<file path="src/rtl/mux_sel_if.sv">
// Handshake bundle between the mux select scheduler and its environment.
// The scheduler uses the slave view; the surrounding logic (or a bench) uses the master view.
interface mux_sel_if #(
    parameter int unsigned CNT_W = 27
);
    logic             en;
    logic             btn_req;
    logic             hold;
    logic             sel;
    logic             sel_chg;
    logic             btn_pending;
    logic [CNT_W-1:0] slot_cnt;

    modport master (
        output en, btn_req, hold,
        input  sel, sel_chg, btn_pending, slot_cnt
    );

    modport slave (
        input  en, btn_req, hold,
        output sel, sel_chg, btn_pending, slot_cnt
    );
endinterface

</file>
<file path="src/rtl/mux_sel_scheduler.sv">
// Time-sliced select for the switch/button source mux, with hold, run enable and latched button requests.
// Optional early switch-to-button preemption is compiled in when BTN_PREEMPT_EN is defined.
module mux_sel_scheduler #(
    parameter int unsigned DWELL_CYCLES     = 100000000,
    parameter int unsigned MIN_DWELL_CYCLES = 25000000,
    parameter int unsigned CNT_W            = 27
) (
    input  logic     clk,
    input  logic     rst,
    mux_sel_if.slave bus
);
    localparam logic [CNT_W-1:0] CNT_MAX = CNT_W'(DWELL_CYCLES - 1);

    // Elaboration-time guard on the parameter set.
    if (DWELL_CYCLES < 2 || MIN_DWELL_CYCLES < 1 || MIN_DWELL_CYCLES >= DWELL_CYCLES) begin : g_bad_params
        $error("mux_sel_scheduler: illegal DWELL_CYCLES/MIN_DWELL_CYCLES");
    end

    typedef enum logic {
        SW_SLOT  = 1'b0,
        BTN_SLOT = 1'b1
    } state_t;

    state_t           state;
    state_t           state_nxt;
    logic [CNT_W-1:0] cnt;
    logic [CNT_W-1:0] cnt_nxt;
    logic             pend;
    logic             pend_nxt;
    logic             sel_q;
    logic             chg_q;
    logic             expire_c;
    logic             preempt_c;
    logic             take_c;

    // Next-state, counter and request-latch decode.
    always_comb begin
        state_nxt = state;
        cnt_nxt   = cnt;
        pend_nxt  = pend;
        preempt_c = 1'b0;

        expire_c = bus.en && (cnt == CNT_MAX);
`ifdef BTN_PREEMPT_EN
        preempt_c = bus.en && (state == SW_SLOT) && pend
                    && (cnt >= CNT_W'(MIN_DWELL_CYCLES - 1));
`endif
        // Expiry and preemption in one cycle still make a single transition.
        take_c = (expire_c || preempt_c) && !bus.hold;

        if (take_c) begin
            state_nxt = (state == SW_SLOT) ? BTN_SLOT : SW_SLOT;
            cnt_nxt   = '0;
        end else if (bus.en && (cnt != CNT_MAX)) begin
            cnt_nxt = cnt + CNT_W'(1);
        end

        // Entering the button slot services any request, including one arriving that cycle.
        if (take_c && (state_nxt == BTN_SLOT)) begin
            pend_nxt = 1'b0;
        end else if (bus.btn_req) begin
            pend_nxt = 1'b1;
        end
    end

    always_ff @(posedge clk) begin
        if (rst) begin
            state <= SW_SLOT;
            cnt   <= '0;
            pend  <= 1'b0;
            sel_q <= 1'b0;
            chg_q <= 1'b0;
        end else begin
            state <= state_nxt;
            cnt   <= cnt_nxt;
            pend  <= pend_nxt;
            sel_q <= (state_nxt == BTN_SLOT);
            chg_q <= take_c;
        end
    end

    assign bus.sel         = sel_q;
    assign bus.sel_chg     = chg_q;
    assign bus.btn_pending = pend;
    assign bus.slot_cnt    = cnt;
endmodule

</file>
<file path="src/flat_wrapper.sv">
// flat-port wrapper written by rule: the top's interface ports become plain ports
module mux_sel_scheduler_flat 
#(
    parameter int unsigned DWELL_CYCLES     = 100000000,
    parameter int unsigned MIN_DWELL_CYCLES = 25000000,
    parameter int unsigned CNT_W            = 27
)
  (clk, rst, bus_en, bus_btn_req, bus_hold, bus_sel, bus_sel_chg, bus_btn_pending, bus_slot_cnt);
  mux_sel_if #(.CNT_W(CNT_W)) bus_i ();
  input  logic clk;
  input  logic rst;
  input wire logic [$bits(bus_i.en)-1:0] bus_en;
  input wire logic [$bits(bus_i.btn_req)-1:0] bus_btn_req;
  input wire logic [$bits(bus_i.hold)-1:0] bus_hold;
  output wire logic [$bits(bus_i.sel)-1:0] bus_sel;
  output wire logic [$bits(bus_i.sel_chg)-1:0] bus_sel_chg;
  output wire logic [$bits(bus_i.btn_pending)-1:0] bus_btn_pending;
  output wire logic [$bits(bus_i.slot_cnt)-1:0] bus_slot_cnt;
  assign bus_i.en = bus_en;
  assign bus_i.btn_req = bus_btn_req;
  assign bus_i.hold = bus_hold;
  assign bus_sel = bus_i.sel;
  assign bus_sel_chg = bus_i.sel_chg;
  assign bus_btn_pending = bus_i.btn_pending;
  assign bus_slot_cnt = bus_i.slot_cnt;
  mux_sel_scheduler #(.DWELL_CYCLES(DWELL_CYCLES), .MIN_DWELL_CYCLES(MIN_DWELL_CYCLES), .CNT_W(CNT_W)) u_core (.clk(clk), .rst(rst), .bus(bus_i));
endmodule
</file>
<file path="config.mk">
export PLATFORM = sky130hd
export DESIGN_NAME = mux_sel_scheduler_flat
export DESIGN_NICKNAME = d
export VERILOG_FILES = /design/src/rtl/mux_sel_if.sv /design/src/rtl/mux_sel_scheduler.sv /design/src/flat_wrapper.sv
export SDC_FILE = /design/constraint.sdc
export NUM_CORES = 1
export LEC_CHECK = 0
export ABC_AREA = 1
export CORE_ASPECT_RATIO = 1.2
export CORE_MARGIN = 5
export CORE_UTILIZATION = 55
export DETAILED_ROUTE_END_ITERATION = 10
export DONT_BUFFER_PORTS = 1
export PLACE_DENSITY = 0.7
export SLEW_MARGIN = 5
export SYNTH_ARGS = -nofsm -noshare
export SYNTH_HDL_FRONTEND = slang
export SYNTH_SLANG_ARGS = --single-unit
</file>
<file path="constraint.sdc">
create_clock -name clk -period 2.2 [get_ports clk]
set_input_delay 0.11 -clock clk [delete_from_list [all_inputs] [get_ports clk]]
set_output_delay 0.11 -clock clk [all_outputs]
set_load 0.01 [all_outputs]
</file>
## Word-level counts from Yosys, hierarchy flattened

Cells that the tools add are included.

| storage, ports and cells | value |
|---|---|
| output and inout port bits | 30 |
| input port bits | 5 |
| register bits after elaboration | 30 |
| logic and storage cells | 16 |

| operators by class | value |
|---|---|
| reductions and logical operators | 7 |
| $add $sub $neg | 1 |
| muxes and demuxes | 2 |
| equal/unequal tests | 2 |

Operators by type and width:

| cell | count |
|---|---|
| $add A27 B1 Y27 const B | 1 |
| $eq A27 B27 Y1 const B | 1 |
| $ne A27 B27 Y1 const B | 1 |
| $logic_and A1 B1 Y1 | 4 |
| $reduce_or A2 Y1 | 2 |
| $mux W1 | 2 |
| $logic_not A1 Y1 | 1 |

## Longest topological paths before layout

Gate-level depths: netlist of the first run.

| depth | value |
|---|---|
| depth after elaboration | 6 |
| mapped depth | 11 |
| gate-level depth less buffers | 10 |

## Worst setup path before layout of the first run

No wires, ideal clock.

| timing | value |
|---|---|
| path kind | reg-to-reg |
| start point | register u_core.cnt[1], in the netlist u_core.bus.slot_cnt[1] |
| end point | register u_core.cnt[10], in the netlist u_core.bus.slot_cnt[10] |
| cell stages (with the launch flop) | 10 |
| clock period less this slack | 1.625 ns |
| slack | 0.575 ns |
| data required time | 2.085 ns |
| path buffers | 1 |
| arrival | 1.510 ns |
| setup time | 0.115 ns |
| cell sequence | dfxtp_1 -> ha_1 -> inv_1 -> nor2_4 -> nand2_2 -> nor2_4 -> nand3_1 -> nand2_2 -> buf_6 -> a21oi_2 |

| between the ends | value |
|---|---|
| cells in the longest elaborated chain, start to end | 4 |
| elaborated cells between the ends (all ways) | 7 |
| classes of those cells | add/sub: 1; eq/ne: 2; reduce/logical: 4 |

Ends and longest elaborated chain:

| element | line | source |
|---|---|---|
| start: declaration | mux_sel_scheduler.sv:26 | `logic [CNT_W-1:0] cnt;` |
| start signal: assignment | mux_sel_scheduler.sv:75 | `cnt <= cnt_nxt;` |
| parallel branches: the longest is 4 deep, another holds $add A27 B1 Y27 | -- |  |

Several ways; the timed one is not identified.
A chain may end at the register's enable or synchronous reset.

## Worst setup path in the final report of the first run

| timing | value |
|---|---|
| start point | register u_core.cnt[0], in the netlist u_core.bus.slot_cnt[0] |
| end point | register u_core.cnt[2], in the netlist u_core.bus.slot_cnt[2] |

Same word-level chain as after synthesis.

==> run metrics, run 1 <==
Setup crit end kind register; RSZ-0062 raised after global routing false; initial antenna violation count 0; Slew @ Worst Pin 0.331 ns; status completed; largest net degree at the start of global routing 25; crit path DAT 2.05 ns; die area 5030 um^2; DRT Pass-1 Iters 4; gpl congestion 0.924; switching power 0.243 mW; share of post-route cells with drive strength above 1 0.168; CP max FO 24; 1st-iter DRT viols 92; fin nets 341; Max IR drop VDD 0.000340 V; clock power share 0.409; syn nets 324; commonest non-fill, non-tap cells in the layout nand2_1, nor2_1, inv_1, dfxtp_1, nand3_1; # diodes 0; post_cts resized 0; commonest non-fill, non-tap cell in the layout nand2_1; DR WL/cell 13.0 um; Final Hold Fails 0; chip height 76.7 um; Distinct cells, synth 25; placed cell area 2130 um^2; final antenna-violating net count 0; CTS tree yes; top-area cell type share of the netlist area 0.295; Max Cap Viol 0; worst min path class in2reg; core area 3600 um^2; global-route wire length before repair 8.49 mm; worst-case clock buffer depth 2; chip width 65.6 um; post-route cell area 2230 um^2; cell count after placement 364; Rows 24; # clock sinks 30; I/O Buffers 0; CTS root buf clkbuf_8; Clk pin slew, worst setup/hold paths 0.06 ns; Initial Utilization 0.565; Post-route DRC 0; All-Layer GR Usage 0.215; Post-CTS Setup Bufs 0; Post-DP HPWL 3.76 mm; minimum clock period 1.89 ns; clock latency at the later pin of the worst-skew pair 0.28 ns; vias in the first global route 1800; Max Freq 0.528 GHz; power share of the combinational group 0.055; drt via density 5.20; largest area contributor in the netlist dfxtp_1; worst endpoint required time 2.36 ns; sequential share of power 0.536; Setup Skew 0.00400 ns; setup_tns 0 ns; total congestion overflow 0; hold_buf cts 2; Internal Power 0.784 mW; post-synth design cell area 2040 um^2; Power per Cell Area 461 nW/um^2; Final Setup Violations 0; CTS buffer count 5; I/O Pins 35; htree depth 2; Avg Cell Area, Syn 6.43 um^2; Finished Layout Cells 373; Final Cycle Share 0.860; Slew HR 0.778; vias post-DR 1941; CP Launch Type register; #FFs+latches synth 30; Synth Instances 317; WS Path Type reg2reg; Slew Limit Fails 0; Layout area overhead 9.27%; Routed Wire Length 4.85 mm; Sw Share 0.237; sequential fraction of the synthesis area 0.295; Synth Warn # 0; leakage 0.816 nW; synth top area cells dfxtp_1, nand2_1, nor2_1
## cell type report
cell class	count	area, um^2
inverters	34	128
fillers	351	1380
multi-input cells	245	1220
repair buffers	18	153
well taps	39	48.8
clock buffers	7	76.3
flip-flops and latches	30	601
## worst max-delay path, cell delays in order (launching register included)
cell	delay [ns]
dfxtp_1	0.33
ha_1	0.23
inv_1	0.09
nor2_4	0.13
nand2_2	0.11
nor2_4	0.15
nand2_4	0.14
nand2_8	0.21
inv_2	0.19
nand2_1	0.12
a21oi_1	0.07
## power groups by stage
stage	Sequential [mW]	Clock, mW	Combinational [mW]
floorplan	0.565	0	0.0498
global placement	0.562	0	0.0541
detailed placement	0.562	0	0.0543
CTS	0.550	0.422	0.0578
global route	0.550	0.454	0.0637
finish	0.550	0.420	0.0569
## state kept, by name, summed over array words and instances, names as in the netlist
register                count
u_core.bus.btn_pending      1
u_core.bus.sel_chg          1
u_core.state                1
u_core.bus.slot_cnt        27
## synthesized netlist by cell type (all sizes together)
cell,count
a21oi,20
buf,7
clkbuf,1
dfxtp,30
ha,2
inv,34
nand2,115
nand3,17
nand3b,1
nand4,10
nor2,62
nor3,3
o21ai,1
xnor2,5
xor2,9
## layer usage
| metal | wire length, um | global-route usage |
|---|---|---|
| met1 | 2190 | 0.283 |
| met2 | 2190 | 0.327 |
| met3 | 394 | 0.0702 |
| met4 | 78 | 0.0747 |
| met5 | 0 | 0 |
## stage by stage
| step | hold slack [ns] | setup WS, ns | utilization | power (mW) |
|---|---|---|---|---|
| 5_1_grt | 0.0581 | 0.0853 | 0.618 | 1.07 |
| 2_1_floorplan | 0.177 | 0.575 | - | 0.615 |
| 3_3_place_gp | 0.178 | 0.330 | 0.591 | 0.616 |
| 6_report | 0.0359 | 0.307 | 0.618 | 1.03 |
| 3_5_place_dp | 0.182 | 0.316 | 0.591 | 0.616 |
| 4_1_cts | 0.0347 | 0.304 | 0.618 | 1.03 |
## final timing paths
kind / from / endpoint / slack [ns] / cells after the start
worst max-delay path: u_core.bus.slot_cnt[0] / u_core.bus.slot_cnt[2] / 0.31 / 10
worst min-delay path: bus_en / u_core.bus.slot_cnt[26] / 0.04 / 3
worst max register to register: u_core.bus.slot_cnt[0] / u_core.bus.slot_cnt[2] / 0.31 / 10
worst min register to register: u_core.bus.btn_pending / u_core.bus.btn_pending / 0.55 / 2
## cell families after synthesis
group	Yosys count	synth area share
adders and majority gates	2	0.0123
buffers and inverters	42	0.106
and+or+nand+nor	208	0.447
DFF	30	0.295
xor gates and xnor gates	14	0.0602
AOI/OAI and AO/OA	21	0.0792
No activity file was read; power rests on OpenSTA's default activity.
==> run 2, diff against run 1 <==
==> constraint.sdc (replaced) <==
create_clock -name clk -period 1.85 [get_ports clk]
set_input_delay 0.0925 -clock clk [delete_from_list [all_inputs] [get_ports clk]]
set_output_delay 0.0925 -clock clk [all_outputs]
set_load 0.01 [all_outputs]
==> run 2 against run 1 <==
Compared with the run above:
- sequential share of layout area shrank 1.5 points
- non-clock buffer count grew 11
- design area grew 5.8%
- setup slack lost 0.11 ns
- core utilization grew 3.6 points
- count of clock-buffer cells in the layout grew 1
- critical endpoint is now u_core.bus.slot_cnt[21]
==> run metrics, run 2 (synthesized netlist as in run 1, its figures left out) <==
status completed; fillers 332 (-5.4%); worst min path class in2reg; Max Freq 0.606 GHz (+15%); worst hold endpoint u_core.bus.slot_cnt[19]; Worst R2R Start u_core.bus.slot_cnt[0]; # clock sinks 30 (unchanged); placed cell area 2210 um^2 (+3.9%); CTS tree yes; Hold Startpoint bus_en; minimum clock period 1.65 ns (-0.241 ns); htree depth 2 (unchanged); Slew Limit Fails 0 (unchanged); CTS buffer count 5 (unchanged); Reg area 601 um^2 (unchanged); Hold WS 0.0194 ns (-0.0165 ns); Max Cap Viol 0 (unchanged); 1st-iter DRT viols 113 (+23%); R2R Setup Slk 0.20 ns (-0.11 ns); Final Hold Fails 0 (unchanged); clock latency at the later pin of the worst-skew pair 0.28 ns (about the same); commonest non-fill, non-tap cell in the layout nand2_1; Slew @ Worst Pin 0.342 ns (+0.0112 ns); DR WL/cell 12.4 um (-4.6%); Final Setup Violations 0 (unchanged); share of post-route cells with drive strength above 1 0.205 (+0.0375); vias in the first global route 1915 (+6.4%); RSZ-0062 raised after global routing false; Clk pin slew, worst setup/hold paths 0.06 ns (about the same); I/O Pins 35 (unchanged); crit path DAT 1.84 ns (-0.21 ns); CP Cell Sequence ha_4, inv_1, nor2_4, nand2_2, nor2_4, nand2_4, nand2_8, buf_12, nor2_1, nor2_1, nor2_1; Slew HR 0.771 (-0.00752); Final Cycle Share 0.893 (+0.0324); die area 5030 um^2 (unchanged); final antenna-violating net count 0 (unchanged); I/O Buffers 0 (unchanged); Routed Wire Length 4.78 mm (-1.5%); total congestion overflow 0 (unchanged); Rows 24 (unchanged); WS Path Type reg2reg; All-Layer GR Usage 0.209 (-0.00609); CP dominant cell by count nor2_1; setup_tns 0 ns (unchanged); fin nets 352 (+3.2%); commonest non-fill, non-tap cells in the layout nand2_1, nor2_1, inv_1, dfxtp_1, buf_4; DRT Pass-1 Iters 4 (unchanged); Post-DP HPWL 3.78 mm (+0.54%); post-route cell area 2350 um^2 (+5.8%); Setup crit end kind register; Power per Cell Area 571 nW/um^2 (+24%); largest net degree at the start of global routing 24 (-4.0%); CP max FO 23 (-4.2%); Final Power 1.35 mW (+31%); Post-route DRC 0 (unchanged); vias post-DR 1973 (+1.6%); Critical Path Max Stage Delay 0.37 ns (+0.04 ns); global-route wire length before repair 8.35 mm (-1.6%); Initial Utilization 0.565 (unchanged); drt via density 5.12 (-1.5%); worst-case clock buffer depth 2 (unchanged); Largest register FFs 27 (unchanged); Reg2Reg Depth 11 (+1); hold path depth 3 (unchanged); Layout area overhead 15.6%; Setup Skew 0.00419 ns (+0.000197 ns); CP Launch Type register; initial antenna violation count 0 (unchanged); CTS root buf clkbuf_8; # diodes 0 (unchanged); slowest CP cell dfxtp_1; chip height 76.7 um (unchanged); gpl congestion 0.909 (-1.6%); leakage 0.892 nW (+9.3%); Post-CTS Setup Bufs 0 (unchanged); core area 3600 um^2 (unchanged); Core Util, Final 0.653 (+0.0358); area of the multi-input gates 1230 um^2 (+1.0%); chip width 65.6 um (unchanged); cell family with most CP delay simple AND/OR/NAND/NOR gates; worst endpoint required time 2.04 ns (-0.32 ns); FF-to-FF End u_core.bus.slot_cnt[21]; Max IR drop VDD 0.000390 V (+15%); Buf/Inv on CP 2 (unchanged)
run 2: timing repair:
action | 4_1_cts | 5_1_grt
endpoints found under the setup margin | 0 | 20
hold buffers | 2 | 0
resized for setup | 0 | 2
hold endpoints to repair | 3 | 0
run 2: stage by stage:
stage / std cells / setup slack, ns
6_report: 385 / 0.199
4_1_cts: 385 / 0.122
3_3_place_gp: 375 / 0.164
2_1_floorplan: 317 / 0.225
3_5_place_dp: 375 / 0.128
5_1_grt: 385 / 0.0334
run 2: how the worst max path moves through the flow:
stage,start,end,slack (ns),cells after the start
after floorplan,u_core.bus.slot_cnt[1],u_core.bus.slot_cnt[10],0.23,9
after global placement,u_core.bus.slot_cnt[0],u_core.bus.slot_cnt[21],0.16,11
after CTS,u_core.bus.slot_cnt[1],u_core.bus.slot_cnt[21],0.12,11
after detailed placement,u_core.bus.slot_cnt[1],u_core.bus.slot_cnt[21],0.13,11
final,u_core.bus.slot_cnt[0],u_core.bus.slot_cnt[21],0.20,11
after global routing,u_core.bus.slot_cnt[0],u_core.bus.slot_cnt[26],0.03,11
run 2: metal layers:
layer | GRT usage | up-vias | routed length, um
li1 | - | 1040 | -
met1 | 0.254 | 888 | 2160
met2 | 0.345 | 39 | 2240
met3 | 0.0570 | 6 | 300
met4 | 0.0788 | 0 | 78
met5 | 0 | - | 0
run 2: cell type report:
cell class,count,area share
Inverter,34,0.0542
Tap cell,39,0.0207
Timing Repair Buffer,29,0.0999
Clock buffer,8,0.0468
Sequential cell,30,0.255
Multi-Input combinational cell,245,0.523
run 2: power breakdown:
group | internal, mW | leakage, nW | switching [mW]
Clock | 0.375 | 0.0575 | 0.243
Combinational | 0.0263 | 0.592 | 0.0449
Sequential | 0.651 | 0.242 | 0.00484
run 2: worst min-delay path, cell delays in order:
cell and delay, ns:
nand4_1 0.07, nand2_1 0.06, nor2_1 0.03
==> run 3, diff against run 2 <==
--- a/config.mk
+++ b/config.mk
@@ -11,6 +11,7 @@
 export CORE_UTILIZATION = 55
 export DETAILED_ROUTE_END_ITERATION = 10
 export DONT_BUFFER_PORTS = 1
+export MAX_ROUTING_LAYER = met4
 export PLACE_DENSITY = 0.7
 export SLEW_MARGIN = 5
 export SYNTH_ARGS = -nofsm -noshare
==> run 3 against run 2 <==
Compared with the run above:
- sequential share of layout area unchanged
- via count decreased by 0.20%
- first-iteration DRC count increased by 7.1%
- die area unchanged
- critical path depth unchanged
- design area unchanged
- critical path type unchanged
- largest cell class unchanged
- largest power group unchanged
==> run metrics, run 3 (synthesized netlist as in run 1, its figures left out) <==
minimum clock period 1.66 ns (+0.00923 ns); switching power 0.293 mW (about the same); Routed Wire Length 4.76 mm (-0.29%); DR WL/cell 12.4 um (-0.29%); Critical Path Max Stage Delay 0.37 ns (about the same); chip height 76.7 um (unchanged); Reg area 601 um^2 (unchanged); drt via density 5.11 (-0.20%); largest net degree at the start of global routing 24 (unchanged); worst slack at placement 0.128 ns (unchanged); fin nets 352 (unchanged); cell family with most CP delay simple AND/OR/NAND/NOR gates; status completed; Internal Power 1.05 mW (about the same); vias in the first global route 1915 (unchanged); Buf/Inv on CP 2 (unchanged); Max Freq 0.602 GHz (-0.56%); CP Launch Type register; Post-route DRC 0 (unchanged); RSZ-0062 raised after global routing false; CTS tree yes; Slew Limit Fails 0 (unchanged); CP max FO 23 (unchanged); area of the multi-input gates 1230 um^2 (unchanged); worst min path class in2reg; Slew HR 0.772 (+0.00103); Sw Share 0.218 (about the same); CP dominant cell by count nor2_1; Max Cap Viol 0 (unchanged); vias post-DR 1969 (-0.20%); clock latency at the later pin of the worst-skew pair 0.28 ns (about the same); worst-case clock buffer depth 2 (unchanged); Power per Cell Area 571 nW/um^2 (about the same); Post-DP HPWL 3.78 mm (unchanged); fillers 332 (unchanged); CP Cell Sequence ha_4, inv_1, nor2_4, nand2_2, nor2_4, nand2_4, nand2_8, buf_12, nor2_1, nor2_1, nor2_1; share of post-route cells with drive strength above 1 0.205 (unchanged); final worst slack 0.189 ns (-0.00923 ns); clock power share 0.460 (about the same); core area 3600 um^2 (unchanged); Final Setup Violations 0 (unchanged); crit path DAT 1.84 ns (about the same); Layout area overhead 15.6% (unchanged); Setup crit end kind register; commonest non-fill, non-tap cells in the layout nand2_1, nor2_1, inv_1, dfxtp_1, buf_4; I/O Pins 35 (unchanged); commonest non-fill, non-tap cell in the layout nand2_1; total congestion overflow 0 (unchanged); DRT Pass-1 Iters 5 (+1); Initial Utilization 0.565 (unchanged); Final Hold Fails 0 (unchanged); leakage 0.892 nW (unchanged); power share of the combinational group 0.053 (about the same); gpl congestion 0.924 (+1.7%); final antenna-violating net count 0 (unchanged); I/O Buffers 0 (unchanged); htree depth 2 (unchanged); Max IR drop VDD 0.000390 V (about the same); # diodes 0 (unchanged); Setup Skew 0.00401 ns (-0.000187 ns); Clk pin slew, worst setup/hold paths 0.06 ns (about the same); 1st-iter DRT viols 121 (+7.1%); Largest register FFs 27 (unchanged); Final Cycle Share 0.898 (+0.00499); Rows 24 (unchanged); Slew @ Worst Pin 0.341 ns (-0.00154 ns); initial antenna violation count 0 (unchanged); slowest CP cell dfxtp_1; All-Layer GR Usage 0.215 (+0.00563); global-route wire length before repair 8.34 mm (about the same); # clock sinks 30 (unchanged); die area 5030 um^2 (unchanged); chip width 65.6 um (unchanged); WS Path Type reg2reg; sequential share of power 0.487 (about the same); CTS root buf clkbuf_8; worst endpoint required time 2.03 ns (about the same); CTS buffer count 5 (unchanged); setup_tns 0 ns (unchanged)
[run 3: cell counts in the layout (fill, tap and decap cells not counted)]
No cell type changed its count.
[run 3: worst paths after layout]
check                                            start                 endpoint  slack, ns  cells after the start
worst min-delay path                            bus_en  u_core.bus.slot_cnt[19]       0.02                      3
worst min register to register  u_core.bus.slot_cnt[7]   u_core.bus.slot_cnt[7]       0.50                      2
worst max-delay path            u_core.bus.slot_cnt[0]  u_core.bus.slot_cnt[26]       0.19                     11
worst max register to register  u_core.bus.slot_cnt[0]  u_core.bus.slot_cnt[26]       0.19                     11
[run 3: worst min-delay path, delay by kind of cell]
kind / cells / cell delay (ns)
and+or+nand+nor: 3 / 0.17
[run 3: cell type report]
cell class / count / share of cell area
clock buffers: 8 / 0.0468
inverters: 34 / 0.0542
multi-input cells: 245 / 0.523
flip-flops and latches: 30 / 0.255
well taps: 39 / 0.0207
repair buffers: 29 / 0.0999
[run 3: power groups by stage]
stage               combinational, mW  sequential [mW]  clock (mW)
CTS                            0.0708            0.654       0.635
global placement               0.0667            0.669           0
finish                         0.0710            0.656       0.618
floorplan                      0.0592            0.672           0
global route                   0.0781            0.656       0.668
detailed placement             0.0666            0.669           0
[run 3: repair_timing]
item                                    4_1_cts  5_1_grt
hold buffers                                  2        0
hold endpoints to repair                      3        0
gates resized for setup                       0        2
endpoints found under the setup margin        0       20
setup buffers                                 0        0
[run 3: routing by layer]
| layer | up-vias | wire, um | GRT usage |
|---|---|---|---|
| met5 | - | 0 | - |
| li1 | 1040 | - | - |
| met3 | 6 | 341 | 0.0541 |
| met2 | 43 | 2230 | 0.345 |
| met4 | 0 | 78 | 0.0788 |
| met1 | 880 | 2120 | 0.256 |
[run 3: stage by stage]
step | utilization | hold WS, ns | total power [mW] | area, um^2 | cells
after floorplan | - | 0.159 | 0.731 | 2040 | 317
after global placement | 0.614 | 0.163 | 0.735 | 2210 | 375
after detailed placement | 0.614 | 0.163 | 0.735 | 2210 | 375
after CTS | 0.650 | 0.0126 | 1.36 | 2340 | 385
after global routing | 0.653 | 0.0385 | 1.40 | 2350 | 385
final | 0.653 | 0.0200 | 1.35 | 2350 | 385
